<file path="config.mk">
export PLATFORM = sky130hd
export DESIGN_NAME = conv_fetch_sequencer_flat
export DESIGN_NICKNAME = d
export VERILOG_FILES = /design/src/rtl/conv_fetch_sequencer_if.sv /design/src/rtl/conv_fetch_sequencer.sv /design/src/flat_wrapper.sv
export SDC_FILE = /design/constraint.sdc
export NUM_CORES = 2
export LEC_CHECK = 0
export CAP_MARGIN = 10
export CORE_MARGIN = 10
export CORE_UTILIZATION = 35
export CTS_CLUSTER_DIAMETER = 100
export CTS_CLUSTER_SIZE = 10
export DETAILED_ROUTE_END_ITERATION = 7
export HOLD_SLACK_MARGIN = 0.03
export PLACE_DENSITY = 0.59
export SKIP_CTS_REPAIR_TIMING = 1
export SLEW_MARGIN = 20
export SYNTH_ARGS = -nofsm -noshare
export SYNTH_HDL_FRONTEND = slang
export SYNTH_SLANG_ARGS = --single-unit
export TNS_END_PERCENT = 1
</file>
<file path="constraint.sdc">
create_clock -name clk -period 15.1 [get_ports clk]
set_input_delay 2.265 -clock clk [delete_from_list [all_inputs] [get_ports clk]]
set_output_delay 2.265 -clock clk [all_outputs]
set_load 0.02 [all_outputs]
</file>
<file path="src/rtl/conv_fetch_sequencer_if.sv">
// Wishbone read-only bus between the fetch sequencer (master) and the memory port (slave).
interface conv_fetch_sequencer_if;
  logic [29:0] wb_adr;
  logic        wb_cyc;
  logic        wb_stb;
  logic [3:0]  wb_sel;
  logic        wb_we;
  logic [31:0] wb_dat_miso;
  logic        wb_ack;
  logic        wb_err;

  modport master (
    output wb_adr, wb_cyc, wb_stb, wb_sel, wb_we,
    input  wb_dat_miso, wb_ack, wb_err
  );

  modport slave (
    input  wb_adr, wb_cyc, wb_stb, wb_sel, wb_we,
    output wb_dat_miso, wb_ack, wb_err
  );
endinterface

</file>
<file path="src/rtl/conv_fetch_sequencer.sv">
// Walks one convolution filter window, fetching image/filter words over Wishbone and
// handing them to the MAC datapath as lane-masked pairs, with bounded read retry.
module conv_fetch_sequencer #(
  parameter int unsigned MAX_RETRY = 3
) (
  input  logic                  clk,
  input  logic                  reset,
  input  logic                  start,
  input  logic [31:0]           cfg_image_base,
  input  logic [15:0]           cfg_image_stride,
  input  logic [31:0]           cfg_filter_base,
  input  logic [15:0]           cfg_filter_w,
  input  logic [15:0]           cfg_filter_h,
  input  logic [15:0]           cfg_out_x,
  input  logic [15:0]           cfg_out_y,
  conv_fetch_sequencer_if.master bus,
  output logic                  pair_valid,
  input  logic                  pair_ready,
  output logic [31:0]           pair_img,
  output logic [31:0]           pair_flt,
  output logic [3:0]            pair_mask,
  output logic                  busy,
  output logic                  done,
  output logic                  error
);

  localparam int unsigned        RetryW   = $clog2(MAX_RETRY + 2);
  localparam logic [RetryW-1:0]  RetryMax = RetryW'(MAX_RETRY);

  typedef enum logic [2:0] {
    StIdle, StCheck, StImgReq, StFltReq, StRetryGap, StPresent, StDone
  } state_e;

  state_e            state_q, state_d;
  logic [31:0]       img_base_q, flt_base_q;
  logic [15:0]       img_stride_q, flt_w_q, flt_h_q, out_x_q, out_y_q;
  logic [15:0]       fx_q, fx_d, fy_q, fy_d;
  logic [RetryW-1:0] retry_q, retry_d;
  logic              gap_flt_q, gap_flt_d;
  logic [31:0]       img_q, img_d, flt_q, flt_d;
  logic              error_q, error_d;
  logic              load_cfg;

  logic [31:0]       flt_row, img_addr, flt_addr, fx_next;
  logic              last_col, last_row, misaligned;
  logic [3:0]        lane_mask;
  logic              unused_bits;

  // Address generation from registered walk state; wraps modulo 2^32.
  assign flt_row  = (32'(flt_w_q) + 32'd3) & ~32'd3;
  assign img_addr = img_base_q + (32'(out_y_q) + 32'(fy_q)) * 32'(img_stride_q)
                  + 32'(out_x_q) + 32'(fx_q);
  assign flt_addr = flt_base_q + 32'(fy_q) * flt_row + 32'(fx_q);

  assign fx_next    = 32'(fx_q) + 32'd4;
  assign last_col   = !(fx_next < 32'(flt_w_q));
  assign last_row   = (32'(fy_q) + 32'd1) == 32'(flt_h_q);
  assign misaligned = |{img_base_q[1:0], flt_base_q[1:0], img_stride_q[1:0], out_x_q[1:0]};

  assign unused_bits = ^{img_addr[1:0], flt_addr[1:0], fx_next[31:16]};

  always_comb begin
    lane_mask = '0;
    for (int i = 0; i < 4; i++) begin
      lane_mask[i] = (32'(fx_q) + 32'(i)) < 32'(flt_w_q);
    end
  end

  always_comb begin
    state_d   = state_q;
    fx_d      = fx_q;
    fy_d      = fy_q;
    retry_d   = retry_q;
    gap_flt_d = gap_flt_q;
    img_d     = img_q;
    flt_d     = flt_q;
    error_d   = error_q;
    load_cfg  = 1'b0;
    case (state_q)
      StIdle: begin
        if (start) begin
          load_cfg = 1'b1;
          error_d  = 1'b0;
          retry_d  = '0;
          state_d  = StCheck;
        end
      end
      StCheck: begin
        if (misaligned) begin
          error_d = 1'b1;
          state_d = StDone;
        end else if (flt_w_q == 16'd0 || flt_h_q == 16'd0) begin
          state_d = StDone;
        end else begin
          fx_d    = '0;
          fy_d    = '0;
          state_d = StImgReq;
        end
      end
      StImgReq, StFltReq: begin
        // Error wins over a simultaneous ack.
        if (bus.wb_err) begin
          if (retry_q < RetryMax) begin
            retry_d   = retry_q + 1'b1;
            gap_flt_d = (state_q == StFltReq);
            state_d   = StRetryGap;
          end else begin
            error_d = 1'b1;
            state_d = StDone;
          end
        end else if (bus.wb_ack) begin
          retry_d = '0;
          if (state_q == StImgReq) begin
            img_d   = bus.wb_dat_miso;
            state_d = StFltReq;
          end else begin
            flt_d   = bus.wb_dat_miso;
            state_d = StPresent;
          end
        end
      end
      StRetryGap: state_d = gap_flt_q ? StFltReq : StImgReq;
      StPresent: begin
        if (pair_ready) begin
          if (!last_col) begin
            fx_d = fx_next[15:0];
          end else begin
            fx_d = '0;
            fy_d = fy_q + 16'd1;
          end
          state_d = (last_col && last_row) ? StDone : StImgReq;
        end
      end
      StDone:  state_d = StIdle;
      default: state_d = StIdle;
    endcase
  end

  always_ff @(posedge clk or posedge reset) begin
    if (reset) begin
      state_q <= StIdle;
    end else begin
      state_q <= state_d;
    end
  end

  always_ff @(posedge clk or posedge reset) begin
    if (reset) begin
      fx_q      <= '0;
      fy_q      <= '0;
      retry_q   <= '0;
      gap_flt_q <= 1'b0;
      img_q     <= '0;
      flt_q     <= '0;
      error_q   <= 1'b0;
    end else begin
      fx_q      <= fx_d;
      fy_q      <= fy_d;
      retry_q   <= retry_d;
      gap_flt_q <= gap_flt_d;
      img_q     <= img_d;
      flt_q     <= flt_d;
      error_q   <= error_d;
    end
  end

  always_ff @(posedge clk or posedge reset) begin
    if (reset) begin
      img_base_q   <= '0;
      img_stride_q <= '0;
      flt_base_q   <= '0;
      flt_w_q      <= '0;
      flt_h_q      <= '0;
      out_x_q      <= '0;
      out_y_q      <= '0;
    end else if (load_cfg) begin
      img_base_q   <= cfg_image_base;
      img_stride_q <= cfg_image_stride;
      flt_base_q   <= cfg_filter_base;
      flt_w_q      <= cfg_filter_w;
      flt_h_q      <= cfg_filter_h;
      out_x_q      <= cfg_out_x;
      out_y_q      <= cfg_out_y;
    end
  end

  assign bus.wb_cyc = (state_q == StImgReq) || (state_q == StFltReq);
  assign bus.wb_stb = bus.wb_cyc;
  assign bus.wb_sel = 4'hF;
  assign bus.wb_we  = 1'b0;
  assign bus.wb_adr = (state_q == StImgReq) ? img_addr[31:2] :
                      (state_q == StFltReq) ? flt_addr[31:2] : 30'd0;

  assign pair_valid = (state_q == StPresent);
  assign pair_img   = img_q;
  assign pair_flt   = flt_q;
  assign pair_mask  = pair_valid ? lane_mask : 4'd0;
  assign busy       = (state_q != StIdle);
  assign done       = (state_q == StDone);
  assign error      = error_q;

endmodule

</file>
<file path="src/flat_wrapper.sv">
// flat-port wrapper written by rule: the top's interface ports become plain ports
module conv_fetch_sequencer_flat 
#(
  parameter int unsigned MAX_RETRY = 3
)
  (clk, reset, start, cfg_image_base, cfg_image_stride, cfg_filter_base, cfg_filter_w, cfg_filter_h, cfg_out_x, cfg_out_y, pair_valid, pair_ready, pair_img, pair_flt, pair_mask, busy, done, error, bus_wb_adr, bus_wb_cyc, bus_wb_stb, bus_wb_sel, bus_wb_we, bus_wb_dat_miso, bus_wb_ack, bus_wb_err);
  conv_fetch_sequencer_if bus_i ();
  input  logic clk;
  input  logic reset;
  input  logic start;
  input  logic [31:0] cfg_image_base;
  input  logic [15:0] cfg_image_stride;
  input  logic [31:0] cfg_filter_base;
  input  logic [15:0] cfg_filter_w;
  input  logic [15:0] cfg_filter_h;
  input  logic [15:0] cfg_out_x;
  input  logic [15:0] cfg_out_y;
  output logic pair_valid;
  input  logic pair_ready;
  output logic [31:0] pair_img;
  output logic [31:0] pair_flt;
  output logic [3:0] pair_mask;
  output logic busy;
  output logic done;
  output logic error;
  output wire logic [$bits(bus_i.wb_adr)-1:0] bus_wb_adr;
  output wire logic [$bits(bus_i.wb_cyc)-1:0] bus_wb_cyc;
  output wire logic [$bits(bus_i.wb_stb)-1:0] bus_wb_stb;
  output wire logic [$bits(bus_i.wb_sel)-1:0] bus_wb_sel;
  output wire logic [$bits(bus_i.wb_we)-1:0] bus_wb_we;
  input wire logic [$bits(bus_i.wb_dat_miso)-1:0] bus_wb_dat_miso;
  input wire logic [$bits(bus_i.wb_ack)-1:0] bus_wb_ack;
  input wire logic [$bits(bus_i.wb_err)-1:0] bus_wb_err;
  assign bus_wb_adr = bus_i.wb_adr;
  assign bus_wb_cyc = bus_i.wb_cyc;
  assign bus_wb_stb = bus_i.wb_stb;
  assign bus_wb_sel = bus_i.wb_sel;
  assign bus_wb_we = bus_i.wb_we;
  assign bus_i.wb_dat_miso = bus_wb_dat_miso;
  assign bus_i.wb_ack = bus_wb_ack;
  assign bus_i.wb_err = bus_wb_err;
  conv_fetch_sequencer #(.MAX_RETRY(MAX_RETRY)) u_core (.clk(clk), .reset(reset), .start(start), .cfg_image_base(cfg_image_base), .cfg_image_stride(cfg_image_stride), .cfg_filter_base(cfg_filter_base), .cfg_filter_w(cfg_filter_w), .cfg_filter_h(cfg_filter_h), .cfg_out_x(cfg_out_x), .cfg_out_y(cfg_out_y), .bus(bus_i), .pair_valid(pair_valid), .pair_ready(pair_ready), .pair_img(pair_img), .pair_flt(pair_flt), .pair_mask(pair_mask), .busy(busy), .done(done), .error(error));
endmodule
</file>
# Yosys cells after proc, flatten, opt, wreduce, memory -nomap -nowiden
# Cells that the tools add are included.
[classes]
n_addsub = 14
multipliers = 2
magnitude_cmp = 6
eq_ne = 17
n_mux = 34
n_bitwise = 2
n_reduce_logical = 21
[ops]
columns = ["operator", "count"]
rows = [
  ["< comparator 32 x 16 -> 1 bit", 4],
  ["adder 32 x 16 -> 32 bit", 3],
  ["two-way mux 16 bit", 6],
  ["adder 32 bit", 2],
  ["one-hot mux 16 bit (2 select lines)", 2],
  ["two-way mux 30 bit", 2],
  ["adder 16 x 2 -> 17 bit, second input constant", 3],
  ["two-way mux 3 bit", 12],
  ["adder 16 x 1 -> 17 bit, second input constant", 2],
  ["== test 32 x 16 -> 1 bit", 1],
  ["zero test 16 bit", 2],
  ["multiplier 32 x 16 -> 32 bit", 1],
  ["multiplier 16 x 30 -> 30 bit", 1],
  ["adder 16 x 16 -> 17 bit", 1],
  ["adder 16 x 3 -> 17 bit, second input constant", 1],
  ["adder 16 x 1 -> 16 bit, second input constant", 1],
  ["< comparator 16 bit", 1],
  ["AND reduction 4 bit", 4],
  ["one-hot mux 3 bit (5 select lines)", 1],
  ["!= test 2 bit, second input constant", 7],
  ["AND reduction 5 bit", 2],
  ["== test 3 bit, second input constant", 3],
  ["OR reduction 8 bit", 1],
  ["two-way mux 1 bit", 7],
  ["other kinds (20)", 26],
]
[word_totals]
regBits = 248
input_bits = 182
output_inout_bits = 109
wordCells = 111

# Longest topological paths before layout
[depth]
word_depth = 7
depth_mapped = 40
mapped_depth_nobuf = 39

# Least setup slack after synthesis
# OpenSTA, ideal clock, no wires.
[synth_timing]
kind = "register to output"
startpoint = "reg u_core.flt_w_q[4]"
endpoint = "out bus_wb_adr[29]"
arrival_ns = 9.620
t_required_ns = 12.835
setup_slack_ns = 3.215
stages_incl_launch_ff = 39
n_path_buf = 1
cell_sequence = "dfrtp_1 inv_1 nor4_4 nand3_1 nor2_1 nand3_1 nor4_1 and3_1 clkbuf_1 nand2_1 fa_1 fa_1 inv_1 fa_1 fa_1 fa_1 inv_1 fa_1 [... 3 more ...] a21o_1 a21oi_1 o21ai_0 nand4_1 nand2_1 nor2_1 xnor2_1 ha_1 ha_1 and2_1 and4_1 a221o_1 a211o_2 a31oi_4 o21bai_2 and4b_4 o31a_1 o31ai_2"
[synth_via]
elab_chain_cells = 6
[synth_rtl]
columns = ["element", "line", "text"]
rows = [
  ["start, declared", "conv_fetch_sequencer.sv:36", "logic [15:0] img_stride_q, flt_w_q, flt_h_q, out_x_q, out_y_q;"],
  ["start signal, assigned", "conv_fetch_sequencer.sv:180", "flt_w_q <= cfg_filter_w;"],
  ["adder 16 x 2 -> 17 bit", "conv_fetch_sequencer.sv:50", "assign flt_row = (32'(flt_w_q) + 32'd3) & ~32'd3;"],
  ["multiplier 16 x 30 -> 30 bit", "conv_fetch_sequencer.sv:53", "assign flt_addr = flt_base_q + 32'(fy_q) * flt_row + 32'(fx_q);"],
  ["adder 32 bit", "conv_fetch_sequencer.sv:53", ""],
  ["adder 32 x 16 -> 32 bit", "conv_fetch_sequencer.sv:53", ""],
  ["two-way mux 30 bit", "conv_fetch_sequencer.sv:192", "(state_q == StFltReq) ? flt_addr[31:2] : 30'd0;"],
  ["two-way mux 30 bit", "conv_fetch_sequencer.sv:191", "assign bus.wb_adr = (state_q == StImgReq) ? img_addr[31:2] :"],
  ["end, declared", "flat_wrapper.sv:26", "output wire logic [$bits(bus_i.wb_adr)-1:0] bus_wb_adr;"],
]
# No other way between the ends.

# Final worst setup path
# Ends and elaborated chain as after synthesis.

==> results.yml <==
run_status:
  status: "finished clean"
timing:
  rsz0062_at_grt: "false"
  slew_headroom_pct: 26.0
  tightest_slew_ns: 1.08
  final_max_slew_viol_count: 0
  finalHoldViolCount: 0
  clock_skew_ns: 0.0471
  finalSetupTns_ns: 0
  fin_crit_sh_pct: 92.3
  period_minus_slack_ns: 13.94
  finalSetupViolCount: 0
  fmax_mhz: 71.8
synthesis:
  syn_inst: 3477
  netlist_top_cells_area: "fa_1 28%, dfrtp_1 19%, ha_1 12%"
  synth-seq-area-share_pct: 18.8
  synthTopCellsByCount: "606 x inv_1, 462 x fa_1, 360 x nand2_1"
  ys_warn_count: 0
  yosysUniqueCellTypes: 77
  synthMostInstantiatedCell: "inv_1"
  async_reset_ff_share_pct: 100
  yosysTopAreaCell: "fa_1"
  synth_edf_count: 0
  synth_flop_cell: "dfrtp_1"
  ys_seq_elements: 246
  syn_area_um2: 32800
  synth_top_area_share_pct: 28.2
  synth.avg_cell_area_um2: 9.44
critical_path:
  crit_type: "reg2out"
  end_kind: "output port"
  critPathArrivalTime_ns: 11.67
  crit_required_ns: 12.84
  cpPeakStageDelay_ns: 0.72
  slowest_stage: "clkdlybuf4s50_1"
  crit_top_cell: "fa_1"
  start_kind: "flop"
  crit_fanout: 15
floorplanning:
  rows: 112
  ios: 291
  dieArea_um2: 106000
  die_width_um: 326
  initial_core_util_pct: 35.2
  core_region_area_um2: 93200
  fp.dieH_um: 326
clock_network:
  cts-htree-levels: 2
  clk_path_buf_depth: 3
  cts_buffers: 34
  cts_root_buf: "clkbuf_16"
  clock-sinks: 246
  insertion_delay_ns: 0.59
  cts.reportedPaths.clkPinSlew_ns: 0.05
  cts_tree: "yes"
hold_path:
  hp-class: "reg2reg"
layout:
  drive_gt1_share_pct: 8.63
  final_nets: 4626
  areaGrowthSynthToFinish_pct: 16.0
routing:
  ant_nets: 0
  dr.pass1.iters: 6
  route.detailed.drc: 0
  wirelength_um: 100000
  viasPerCell: 5.03
  vias: 24871
  drt_iter0_drc: 1521
  routedWlPerCell_um: 20.3
global_routing:
  grt_max_degree: 120
  grt_pass1_wl_um: 156000
  grt_pass1_vias: 25634
  antenna_found_initial: 6
  gr-usage-all-layers_pct: 18.8
  grt_remaining_overflow: 0
placed_design:
  dp.final_hpwl_um: 80400
  portBuffers: 285
  place.gp.congestion: 0.901
job:
  drv_cap: 0
## worst max-delay path: cells and delay by family, from the launching register on
kind | cells | cell delay [ns]
AND/OR/NAND/NOR | 13 | 3.17
adder cells (fa/ha/maj) | 9 | 4.15
flip-flops | 1 | 0.43
XOR/XNOR | 1 | 0.13
buffers and inverters | 5 | 1.04
AO/OA/AOI/OAI | 10 | 2.20
## layout by cell type (no fill, tap or decap), drive strengths merged, types with 4 or more instances in the layout
master,n
and3,25
nor3,36
mux2,174
nand4,14
and4,4
buf,44
clkbuf,37
or3,10
fa,462
o2111ai,4
o21a,36
nand2,360
and2,159
o31a,5
clkdlybuf4s50,285
o31ai,20
o21bai,9
dfrtp,246
inv,612
mux2i,8
a211oi,25
xnor2,99
conb,6
a21o,32
nand3,48
xor2,39
o21ai,133
a31o,6
a21oi,106
ha,308
a31oi,16
or2,9
a2111oi,7
o22ai,11
nor4,19
nor2b,91
nand2b,29
nor2,107
## cell type report
cell class | instances | area (um^2)
well taps | 1254 | 1570
diodes | 3 | 7.51
clock buffers | 37 | 893
clock inverters | 9 | 108
repair buffers | 329 | 3180
fillers | 9205 | 55100
flip-flops and latches | 246 | 6160
multi-input cells | 2456 | 23900
inverters | 607 | 2290
## through the flow
stage	setup slack (ns)	std cells	hold slack [ns]	utilization [%]	area, um^2
finish	1.16	4941	0.501	40.9	38100
CTS	1.12	4938	0.503	40.8	38100
floorplan	3.22	3481	0.474	-	32800
detailed placement	1.75	4892	0.489	39.8	37100
global placement	1.81	4892	0.482	39.8	37100
global route	0.448	4940	0.517	40.9	38100
## sequential cells by signal, summed over array words and instances, names as in the netlist, 3 cells and up
name,flops
u_core.pair_flt,32
u_core.fy_q,16
u_core.state_q,3
u_core.fx_q,14
u_core.out_y_q,16
u_core.img_stride_q,16
u_core.flt_h_q,16
u_core.pair_img,32
u_core.img_base_q,32
u_core.flt_base_q,32
u_core.retry_q,3
u_core.flt_w_q,16
u_core.out_x_q,16
## metal layers
| metal | vias to the layer above | global-route usage (%) | share of wire (%) | wire (um) |
|---|---|---|---|---|
| li1 | 11433 | - | - | - |
| met5 | - | 0 | 0.027 | 27 |
| met4 | 4 | 4.81 | 2.4 | 2420 |
| met1 | 12645 | 25.9 | 45 | 45400 |
| met2 | 668 | 30.4 | 47 | 46600 |
| met3 | 121 | 3.00 | 5.7 | 5720 |
## cell families (layout without fill, tap and decap cells)
group	count (synthesis)	after routing	share of synthesized area (%)
xor+xnor	139	139	3.75
fa+ha+maj	770	770	39.9
buf+inv	779	982	9.02
mux	182	182	6.21
simple gates	922	922	13.9
other cells	2	9	0.0229
flops	246	246	18.8
compound gates	437	437	8.38
## path summary, 6_finish.rpt
kind,startpoint,endpoint,slack [ns],depth (start not counted)
max in group asynchronous,reset,u_core.fy_q[7]$_DFFE_PP0P_,10.40,4
max,u_core.flt_w_q[4]$_DFFE_PP0P_,bus_wb_adr[29],1.16,38
max reg2reg,u_core.fx_q[3]$_DFFE_PP0P_,u_core.fy_q[6]$_DFFE_PP0P_,10.45,13
min,u_core.pair_img[19]$_DFFE_PP0P_,u_core.pair_img[19]$_DFFE_PP0P_,0.50,1
min in group asynchronous,reset,u_core.pair_img[15]$_DFFE_PP0P_,2.27,2
min reg2reg,u_core.pair_img[19]$_DFFE_PP0P_,u_core.pair_img[19]$_DFFE_PP0P_,0.50,1
Power is not shown: default switching activity piles up to over one toggle a cycle in this logic, so the estimate is an artifact.
